[src/rtl/multi_trigger_pkg.sv]
// multi_trigger_pkg: shared types for the multi-channel trigger generator.
//   state_t : FSM states, encoding is also the O_state readback value.
//   mode_t  : qualification modes driven on I_mode.
package multi_trigger_pkg;

  typedef enum logic [1:0] {
    ST_IDLE    = 2'd0,
    ST_ARMED   = 2'd1,
    ST_HOLDOFF = 2'd2,
    ST_DONE    = 2'd3
  } state_t;

  typedef enum logic [1:0] {
    MODE_ANY  = 2'd0,
    MODE_ALL  = 2'd1,
    MODE_SEQ  = 2'd2,
    MODE_RSVD = 2'd3   // behaves as MODE_ANY
  } mode_t;

endpackage

[src/rtl/multi_trigger_seq_tracker.sv]
// trigger_seq_tracker: ordered-match tracker for SEQ mode.
//   fe_clk, reset_i : clock, synchronous active-high reset
//   en              : enabled channel mask
//   match           : per-channel match strobes
//   clear           : force the index back to the first enabled channel
//   qualify         : combinational, high in the cycle the last enabled
//                     channel matches in order
// idx holds a channel number; the expected channel is the lowest enabled
// channel at or above idx.
module trigger_seq_tracker #(
  parameter int pCHANNELS = 4
) (
  input  logic                 fe_clk,
  input  logic                 reset_i,
  input  logic [pCHANNELS-1:0] en,
  input  logic [pCHANNELS-1:0] match,
  input  logic                 clear,
  output logic                 qualify
);

  localparam int IDX_W = $clog2(pCHANNELS + 1);

  logic [IDX_W-1:0]     idx, idx_next;
  logic [IDX_W-1:0]     exp_pos, first_pos;
  logic [pCHANNELS-1:0] exp_oh, first_oh;
  logic                 found, first_found, any_later, hit, other;

  always_comb begin
    exp_oh      = '0;
    first_oh    = '0;
    exp_pos     = '0;
    first_pos   = '0;
    found       = 1'b0;
    first_found = 1'b0;
    any_later   = 1'b0;
    for (int i = 0; i < pCHANNELS; i++) begin
      if (en[i] && !first_found) begin
        first_found = 1'b1;
        first_oh[i] = 1'b1;
        first_pos   = IDX_W'(i);
      end
      // Checked before 'found' is set on this index: only strictly later
      // enabled channels count.
      if (en[i] && found) any_later = 1'b1;
      if (en[i] && !found && (IDX_W'(i) >= idx)) begin
        found     = 1'b1;
        exp_oh[i] = 1'b1;
        exp_pos   = IDX_W'(i);
      end
    end

    hit   = |(match & exp_oh);
    other = |(match & en & ~exp_oh);

    qualify  = 1'b0;
    idx_next = idx;
    if (clear || (en == '0)) begin
      idx_next = '0;
    end else if (other) begin
      // Out-of-order match restarts the sequence; the same cycle may still
      // satisfy the first enabled channel.
      idx_next = (|(match & first_oh)) ? (first_pos + IDX_W'(1)) : '0;
    end else if (hit) begin
      if (!any_later) begin
        qualify  = 1'b1;
        idx_next = '0;
      end else begin
        idx_next = exp_pos + IDX_W'(1);
      end
    end
  end

  always_ff @(posedge fe_clk) begin
    if (reset_i) idx <= '0;
    else         idx <= idx_next;
  end

endmodule

[src/rtl/multi_trigger.sv]
// multi_trigger: multi-channel trigger qualifier and trigger-train generator.
//   Inputs : fe_clk, reset_i, I_arm (rising edge starts a run),
//            I_trigger_enable, I_mode, I_channel_enable, I_match,
//            I_num_triggers (0 = unlimited), I_holdoff, I_capture_off,
//            I_capturing
//   Outputs: O_trigger, O_trigger_channel, O_triggers_generated,
//            O_triggering, O_state, O_capture_enable, O_capture_enable_pulse
// Handshake: none; I_match is a level sampled every fe_clk cycle and
// O_trigger is a single-cycle strobe with no back-pressure.
module multi_trigger
  import multi_trigger_pkg::*;
#(
  parameter int  pCHANNELS          = 4,
  parameter int  pNUM_TRIGGER_WIDTH = 16,
  parameter int  pHOLDOFF_WIDTH     = 16,
  localparam int CH_W = (pCHANNELS > 1) ? $clog2(pCHANNELS) : 1
) (
  input  logic                          fe_clk,
  input  logic                          reset_i,
  input  logic                          I_arm,
  input  logic                          I_trigger_enable,
  input  logic [1:0]                    I_mode,
  input  logic [pCHANNELS-1:0]          I_channel_enable,
  input  logic [pCHANNELS-1:0]          I_match,
  input  logic [pNUM_TRIGGER_WIDTH-1:0] I_num_triggers,
  input  logic [pHOLDOFF_WIDTH-1:0]     I_holdoff,
  input  logic                          I_capture_off,
  input  logic                          I_capturing,
  output logic                          O_trigger,
  output logic [CH_W-1:0]               O_trigger_channel,
  output logic [pNUM_TRIGGER_WIDTH-1:0] O_triggers_generated,
  output logic                          O_triggering,
  output logic [1:0]                    O_state,
  output logic                          O_capture_enable,
  output logic                          O_capture_enable_pulse
);

  state_t                          state, state_next;
  logic [pNUM_TRIGGER_WIDTH-1:0]   count, count_next, count_inc;
  logic [pHOLDOFF_WIDTH-1:0]       hold, hold_next;
  logic                            arm_r, ten_r, capturing_r;
  logic                            cap_reg, cap_reg_d, pulse_q, trig_q;
  logic [CH_W-1:0]                 chan_q, low_ch;
  logic [pCHANNELS-1:0]            masked;
  logic                            arm_edge, qual, seq_q, qualified_now;
  logic                            seq_clear, capture_done;
  mode_t                           mode;

  assign mode     = mode_t'(I_mode);
  assign arm_edge = I_arm & ~arm_r;
  assign masked   = I_match & I_channel_enable;

  assign seq_clear = (state != ST_ARMED) | arm_edge | (mode != MODE_SEQ);

  trigger_seq_tracker #(.pCHANNELS(pCHANNELS)) u_seq (
    .fe_clk  (fe_clk),
    .reset_i (reset_i),
    .en      (I_channel_enable),
    .match   (I_match),
    .clear   (seq_clear),
    .qualify (seq_q)
  );

  always_comb begin
    qual = |masked;
    case (mode)
      MODE_ALL: qual = (I_channel_enable != '0) && (masked == I_channel_enable);
      MODE_SEQ: qual = seq_q;
      default:  qual = |masked;
    endcase
  end

  // An arm edge in the same cycle drops the match.
  assign qualified_now = ~reset_i & ~arm_edge & (state == ST_ARMED) & ten_r & qual;

  always_comb begin
    low_ch = '0;
    for (int i = pCHANNELS - 1; i >= 0; i--) begin
      if (masked[i]) low_ch = CH_W'(i);
    end
  end

  assign count_inc = (&count) ? count : (count + 1'b1);

  always_comb begin
    state_next = state;
    count_next = count;
    hold_next  = hold;
    if (arm_edge) begin
      state_next = ST_ARMED;
      count_next = '0;
      hold_next  = '0;
    end else begin
      case (state)
        ST_ARMED: begin
          if (qualified_now) begin
            count_next = count_inc;
            if ((I_num_triggers != '0) && (count_inc == I_num_triggers)) begin
              state_next = ST_DONE;
            end else if (I_holdoff != '0) begin
              state_next = ST_HOLDOFF;
              hold_next  = I_holdoff;
            end
          end
        end
        ST_HOLDOFF: begin
          if (hold <= 1) begin
            state_next = ST_ARMED;
            hold_next  = '0;
          end else begin
            hold_next = hold - 1'b1;
          end
        end
        default: ;
      endcase
    end
  end

  assign capture_done = I_capture_off ? (state == ST_DONE) : (capturing_r & ~I_capturing);

  always_ff @(posedge fe_clk) begin
    if (reset_i) begin
      state       <= ST_IDLE;
      count       <= '0;
      hold        <= '0;
      arm_r       <= 1'b0;
      ten_r       <= 1'b0;
      capturing_r <= 1'b0;
      trig_q      <= 1'b0;
      chan_q      <= '0;
      cap_reg     <= 1'b0;
      cap_reg_d   <= 1'b0;
      pulse_q     <= 1'b0;
    end else begin
      state       <= state_next;
      count       <= count_next;
      hold        <= hold_next;
      arm_r       <= I_arm;
      ten_r       <= I_trigger_enable;
      capturing_r <= I_capturing;
      trig_q      <= qualified_now;
      if (qualified_now) chan_q <= low_ch;
      // Clear has priority over set.
      if (capture_done)       cap_reg <= 1'b0;
      else if (qualified_now) cap_reg <= 1'b1;
      cap_reg_d   <= cap_reg;
      pulse_q     <= cap_reg & ~cap_reg_d;
    end
  end

  assign O_trigger              = trig_q;
  assign O_trigger_channel      = chan_q;
  assign O_triggers_generated   = count;
  assign O_triggering           = (state == ST_ARMED) || (state == ST_HOLDOFF);
  assign O_state                = state;
  assign O_capture_enable       = (qualified_now | cap_reg) & ~I_capture_off;
  assign O_capture_enable_pulse = pulse_q;

endmodule

[config.mk]
export PLATFORM = sky130hd
export DESIGN_NAME = multi_trigger
export DESIGN_NICKNAME = d
export VERILOG_FILES = /design/src/rtl/multi_trigger_pkg.sv /design/src/rtl/multi_trigger_seq_tracker.sv /design/src/rtl/multi_trigger.sv
export SDC_FILE = /design/constraint.sdc
export NUM_CORES = 1
export LEC_CHECK = 0
export CAP_MARGIN = 20
export CORE_MARGIN = 5
export CORE_UTILIZATION = 53
export DETAILED_ROUTE_END_ITERATION = 10
export PLACE_DENSITY = 0.9
export SYNTH_ARGS = -nofsm -noshare
export SYNTH_HDL_FRONTEND = slang
export SYNTH_HIERARCHICAL = 1
export SYNTH_SLANG_ARGS = --single-unit
[constraint.sdc]
create_clock -name fe_clk -period 4.97 [get_ports fe_clk]
set_input_delay 1.2425 -clock fe_clk [delete_from_list [all_inputs] [get_ports fe_clk]]
set_output_delay 1.2425 -clock fe_clk [all_outputs]
set_load 0.01 [all_outputs]
-- Word level (Yosys, flattened, before mapping)
Index checks and enable logic that the tools add are counted.
- logic and storage cells: 150
- output and inout port bits: 24
- flip-flop bits (word level): 46
- input bits: 48
- mux-type cells: 47
- reduce and logical (&&, ||, !) cells: 42
- $lt $le $gt $ge: 5
- equal/unequal tests: 17
- add/subtract/negate cells: 4
- bitwise logic cells: 22
- operator list (operator ; number):
    16-bit 2-to-1 mux ; 5
    16-bit case mux with 2 select lines ; 1
    16-bit nonzero test ; 2
    2-bit 2-to-1 mux ; 12
    1-bit 2-to-1 mux ; 23
    16-bit by 1-bit adder with 16-bit output (second input constant) ; 1
    4-bit AND ; 4
    16-bit == test ; 1
    16-bit by 1-bit less-or-equal comparator with 1-bit output (second input constant) ; 1
    16-bit AND reduction ; 1
    4-bit OR reduction ; 4
    16-bit by 1-bit subtractor with 16-bit output (second input constant) ; 1
    1-bit logical AND ; 15
    3-bit 2-to-1 mux ; 4
    4-bit AND reduction ; 3
    1-bit AND ; 8
    2-bit inequality test (second input constant) ; 4
    2-bit by 1-bit adder with 3-bit output (second input constant) ; 2
    2-bit == test (second input constant) ; 3
    1-bit by 3-bit greater-or-equal comparator with 1-bit output (first input constant) ; 2
    2-bit by 3-bit greater-or-equal comparator with 1-bit output (first input constant) ; 2
    1-bit logical NOT ; 6
    3-bit inequality test (second input constant) ; 2
    1-bit NOT ; 6
    other kinds (16) ; 24

-- Longest topological paths before layout
- depth in word-level cells: 25
- gate-level depth with buffers: 18

-- Cells and area by module
Netlist, hierarchy kept.
- by module, submodules not included (module ; area an instance (um^2) ; cells each ; instances ; seq. area each (um^2)):
    multi_trigger ; 3364.5 ; 429 ; 1 ; 860.8
    trigger_seq_tracker ; 489.2 ; 64 ; 1 ; 60.1

-- Worst setup path after synthesis
Ideal clock, no wire load.
- kind: input to output
- start: in I_channel_enable[1]
- end: out O_capture_enable
- required time: 3728 ps
- slack: 168 ps
- stages: 15
- data arrival time: 3560 ps
- path through: buf_2 -> and2_2 -> mux2i_1 -> or3_1 -> o311ai_2 -> nand2_1 -> a2111oi_2 -> a21oi_1 -> o31ai_1 -> nand2b_1 -> or2_2 -> clkbuf_1 -> clkinv_1 -> nor2_1 -> nor2_1
- cells in the longest elaborated chain, start to end: 20
- elaborated cells on any way between the ends: 39
- those cells by class: eq/ne: 1; mux: 13; bitwise: 7; reduce/logical: 18
- RTL lines (what ; line ; RTL):
    start, declared ; multi_trigger.sv:23 ; input logic [pCHANNELS-1:0] I_channel_enable,
    1-bit logical AND (2 in a row) ; multi_trigger_seq_tracker.sv:45 ; if (en[i] && !found && (IDX_W'(i) >= idx)) begin
    1-bit 2-to-1 mux ; multi_trigger_seq_tracker.sv:45 ;
    1-bit logical NOT ; multi_trigger_seq_tracker.sv:45 ;
    1-bit logical AND (2 in a row) ; multi_trigger_seq_tracker.sv:45 ;
    1-bit 2-to-1 mux ; multi_trigger_seq_tracker.sv:45 ;
    1-bit logical NOT ; multi_trigger_seq_tracker.sv:45 ;
    1-bit logical AND (2 in a row) ; multi_trigger_seq_tracker.sv:45 ;
    1-bit 2-to-1 mux ; multi_trigger_seq_tracker.sv:45 ;
    (+2 left out) ; - ;
    1-bit 2-to-1 mux or 4-bit OR reduction (tied branches) ; multi_trigger_seq_tracker.sv:63, multi_trigger_seq_tracker.sv:53 ;
    1-bit 2-to-1 mux ; multi_trigger_seq_tracker.sv:59 ; end else if (other) begin
    1-bit 2-to-1 mux * ; multi_trigger_seq_tracker.sv:57 ; if (clear || (en == '0)) begin
    named net seq_q ; multi_trigger.sv:45 ; logic arm_edge, qual, seq_q, qualified_now;
    1-bit case mux with 2 select lines * ; multi_trigger.sv:66 ; case (mode)
    1-bit AND * ; multi_trigger.sv:74 ; assign qualified_now = ~reset_i & ~arm_edge & (state == ST_ARMED) & ten_r & qual;
    1-bit bitwise OR * ; multi_trigger.sv:156 ; assign O_capture_enable = (qualified_now | cap_reg) & ~I_capture_off;
    1-bit AND * ; multi_trigger.sv:156 ;
    end, declared ; multi_trigger.sv:34 ; output logic O_capture_enable,
Mark *: on every way through the listed nets, which the timed path passes. The rest lies on a longest branch.

-- Worst setup path after layout
- start: in I_channel_enable[0]
- end: out O_capture_enable
- cells in the longest elaborated chain, start to end: 23
- elaborated cells on any way between the ends: 42
- those cells by class: eq/ne: 1; mux: 14; bitwise: 7; reduce/logical: 20
- RTL lines (what ; line):
    1-bit logical AND ; multi_trigger_seq_tracker.sv:45
    1-bit 2-to-1 mux ; multi_trigger_seq_tracker.sv:45
    1-bit logical NOT ; multi_trigger_seq_tracker.sv:45
    1-bit logical AND (2 in a row) ; multi_trigger_seq_tracker.sv:45
    1-bit 2-to-1 mux ; multi_trigger_seq_tracker.sv:45
    1-bit logical NOT ; multi_trigger_seq_tracker.sv:45
    1-bit logical AND (2 in a row) ; multi_trigger_seq_tracker.sv:45
    1-bit 2-to-1 mux ; multi_trigger_seq_tracker.sv:45
    (+6 left out) ; -
    1-bit 2-to-1 mux or 4-bit OR reduction (tied branches) ; multi_trigger_seq_tracker.sv:63, multi_trigger_seq_tracker.sv:53
    1-bit 2-to-1 mux ; multi_trigger_seq_tracker.sv:59
    1-bit 2-to-1 mux * ; multi_trigger_seq_tracker.sv:57
    named net seq_q ; multi_trigger.sv:45
    1-bit case mux with 2 select lines * ; multi_trigger.sv:66
    1-bit AND * ; multi_trigger.sv:74
    1-bit bitwise OR * ; multi_trigger.sv:156
    1-bit AND * ; multi_trigger.sv:156
Marked as above.

==> qor.txt <==
Result of the run: complete, no violations
Core box area: 7180 um^2
Chip Width: 95.3 um
Maximum clock frequency: 209 MHz
Cell area after synthesis: 3850 um^2
Die area: 9080 um^2
Total GRT Usage: 24.9%
Slew at the pin with the worst max-slew slack: 0.848 ns
Tightest Hold Check Type: reg2reg
# setup viols final: 0
Post-synth ARST share: 0%
Period utilization: 96.3%
Critical path buffer and inverter count: 3
Critical Path Sink Type: output port
Total Power: 799 uW
Num ports: 72
Cell chosen for the clock root: sky130_fd_sc_hd__clkbuf_8
Aggregate global routing overflow: 0
Via total after detailed routing: 4147
Total of buffers placed on input and output ports: 71
CP Depth: 15
Relative area change from synthesis to final layout: 27.7%
Critical-path cell with the highest stage delay: sky130_fd_sc_hd__a2111oi_4
Largest buffer count on any clock path: 2
Average size of a mapped cell: 7.82 um^2
CP Data Arrival Time: 3.54 ns
Max-Slew Margin vs Limit: 42.9%
Instance count along the most critical hold path: 1
Area leader, netlist: sky130_fd_sc_hd__dfxtp_1
Net Count, Synth: 551
TritonCTS clock tree: built
Worst hold margin: 0.391 ns
Leading cell types by total area after synthesis: sky130_fd_sc_hd__dfxtp_1, sky130_fd_sc_hd__nor2_1, sky130_fd_sc_hd__xnor2_1
Unrepaired setup endpoints after global routing: false
Minimum clock period: 4.78 ns
Antenna-violating nets left: 0
Number of failing hold endpoints at the final stage: 0
Number of buffers created by CTS: 5
Global placement routability congestion: 0.948
Count of maximum capacitance violations: 0
CP required: 3.73 ns
DRC viols: 0
Total power per unit cell area: 162 nW/um^2
Die H: 95.3 um
Insertion delay to the later sink of the worst-skew pair: 0.31 ns
Post-synth top cells: sky130_fd_sc_hd__nor2_1, sky130_fd_sc_hd__dfxtp_1, sky130_fd_sc_hd__nand2_1
Detailed placement HPWL: 8570 um
Initial DRC count: 288
Number of global-route vias before repair: 3862
Maximum level of the CTS H-tree: 2
Num rows: 31
Setup Crit Path Kind: in2out
Post-synthesis instance total: 493
Vias per std cell: 6.13
Maximum number of pins on one net before global-route repair: 31
Number of iterations in the first detailed-routing pass: 8
#FFs+latches synth: 46
Initial core utilization: 53.7%
Yosys warning total: 6
Depth of the worst register-to-register path: 11
Post-synth top area share: 23.9%
Leakage power: 0.00181 uW
CP startpoint kind: input pin
Most frequent cell after synthesis: sky130_fd_sc_hd__nor2_1
Worst Path Max Fanout: 4
Final nets: 635
First-pass GRT wire length: 18300 um
Number of antenna violations at the first check in global routing: 0
Top flip-flop cell by instance count after synthesis: sky130_fd_sc_hd__dfxtp_1
Delay of the slowest cell on the worst path: 0.28 ns
DRT Wirelength: 11300 um
Number of pins exceeding their max-slew limit in the final report: 0
Post-synthesis sequential area ratio: 23.9%
WL per Instance: 16.7 um
Largest delay contributor family on the critical path: simple AND/OR/NAND/NOR gates
Number of flops mapped to enable cells by yosys: 0
Clock sinks: 46
Cells traversed along the worst timing path: dlygate4sd2_1, and2b_4, o31ai_1, and4_1, o21a_2, nand2_2, a2111oi_4, a21oi_1, o31ai_1, nand2b_1, or2_4, clkinv_1, nor2_1, nor2_1, buf_2
Clock transition at the registers of the reported paths: 0.09 ns
Worst VDD drop: 0.103 mV
Share of post-route cells with drive strength above 1: 14.4%
Number of antenna cells inserted: 0
Worst setup skew after layout: 0.00942 ns
Number of distinct standard cells referenced by the synthesized netlist: 75
-- where the power goes --
| part | switching, uW | internal [uW] | leakage [uW] |
|---|---|---|---|
| clock network | 140 | 99.3 | 0.0000483 |
| logic | 89.9 | 95.0 | 0.00139 |
| registers | 3.07 | 372 | 0.000372 |
-- path summary, 6_finish.rpt --
| check | start | slack (ns) | endpoint |
|---|---|---|---|
| worst max-delay path | I_channel_enable[0] | 0.19 | O_capture_enable |
| worst min-delay path | cap_reg_d | 0.39 | O_capture_enable_pulse |
| worst min register to register | cap_reg_d | 0.39 | O_capture_enable_pulse |
| worst max register to register | O_triggers_generated[0] | 1.41 | hold[11] |
-- cell usage in the layout (no fill, tap or decap), drive strengths merged, types with 4 or more instances in the layout --
cell type,synthesis,routed
a32oi,4,4
and3,8,8
nor3,19,19
a2111oi,4,4
or4,4,4
and4,4,4
and2,6,6
o22ai,5,5
inv,19,20
nor2,58,58
buf,18,36
nor4,19,19
xnor2,22,22
a211oi,17,17
ha,10,10
nand4,13,13
clkbuf,11,5
nor2b,8,8
nand2b,10,10
nand2,32,32
clkdlybuf4s50,0,66
a311oi,5,5
a21oi,32,32
nand3,23,23
o21ai,15,15
xor2,16,16
a22oi,10,10
dfxtp,46,46
a31oi,5,5
mux2i,4,4
-- layer usage --
layer	wire [um]	global-route usage, %	vias up
li1	-	-	2002
met1	4680	32.2	1871
met2	5350	42.0	239
met3	946	3.63	35
met4	312	8.89	0
met5	0	0	-
-- final cells by class --
class,count,area (um^2)
Clock inverter,3,18.8
Timing Repair Buffer,106,987
Multi-Input combinational cell,398,2730
Inverter,20,75.1
Clock buffer,5,68.8
Fill cell,580,2250
Sequential cell,46,921
Tap cell,99,124
-- what timing repair did --
action / 4_1_cts / 5_1_grt
hold buffers: 0 / 0
endpoints found under the hold margin: 0 / 0
setup buffers: 2 / 1
pin swaps: 4 / 6
setup endpoints to repair: 1 / 1
gates cloned: 0 / 0
gates resized for setup: 9 / 7
-- kinds of logic after synthesis --
family | share of synthesized area (%)
DFF | 23.9
buffers and inverters | 6.43
muxes | 1.04
AOI/OAI and AO/OA | 24.9
and+or+nand+nor | 31.6
xor gates and xnor gates | 8.64
adders and majority gates | 3.51
-- stage by stage --
| step | cells | utilization, % | TNS (ns) | worst slack [ns] | cell area (um^2) |
|---|---|---|---|---|---|
| 2_1_floorplan | 493 | - | 0 | 0.168 | 3850 |
| 3_3_place_gp | 665 | 66.3 | -0.441 | -0.441 | 4760 |
| 3_5_place_dp | 666 | 66.5 | -0.513 | -0.513 | 4770 |
| 4_1_cts | 676 | 68.1 | 0 | 0.0507 | 4890 |
| 5_1_grt | 677 | 68.6 | 0 | 0.0450 | 4920 |
| 6_report | 677 | 68.6 | 0 | 0.186 | 4920 |
Note: power is estimated with default switching activity, not from simulation.
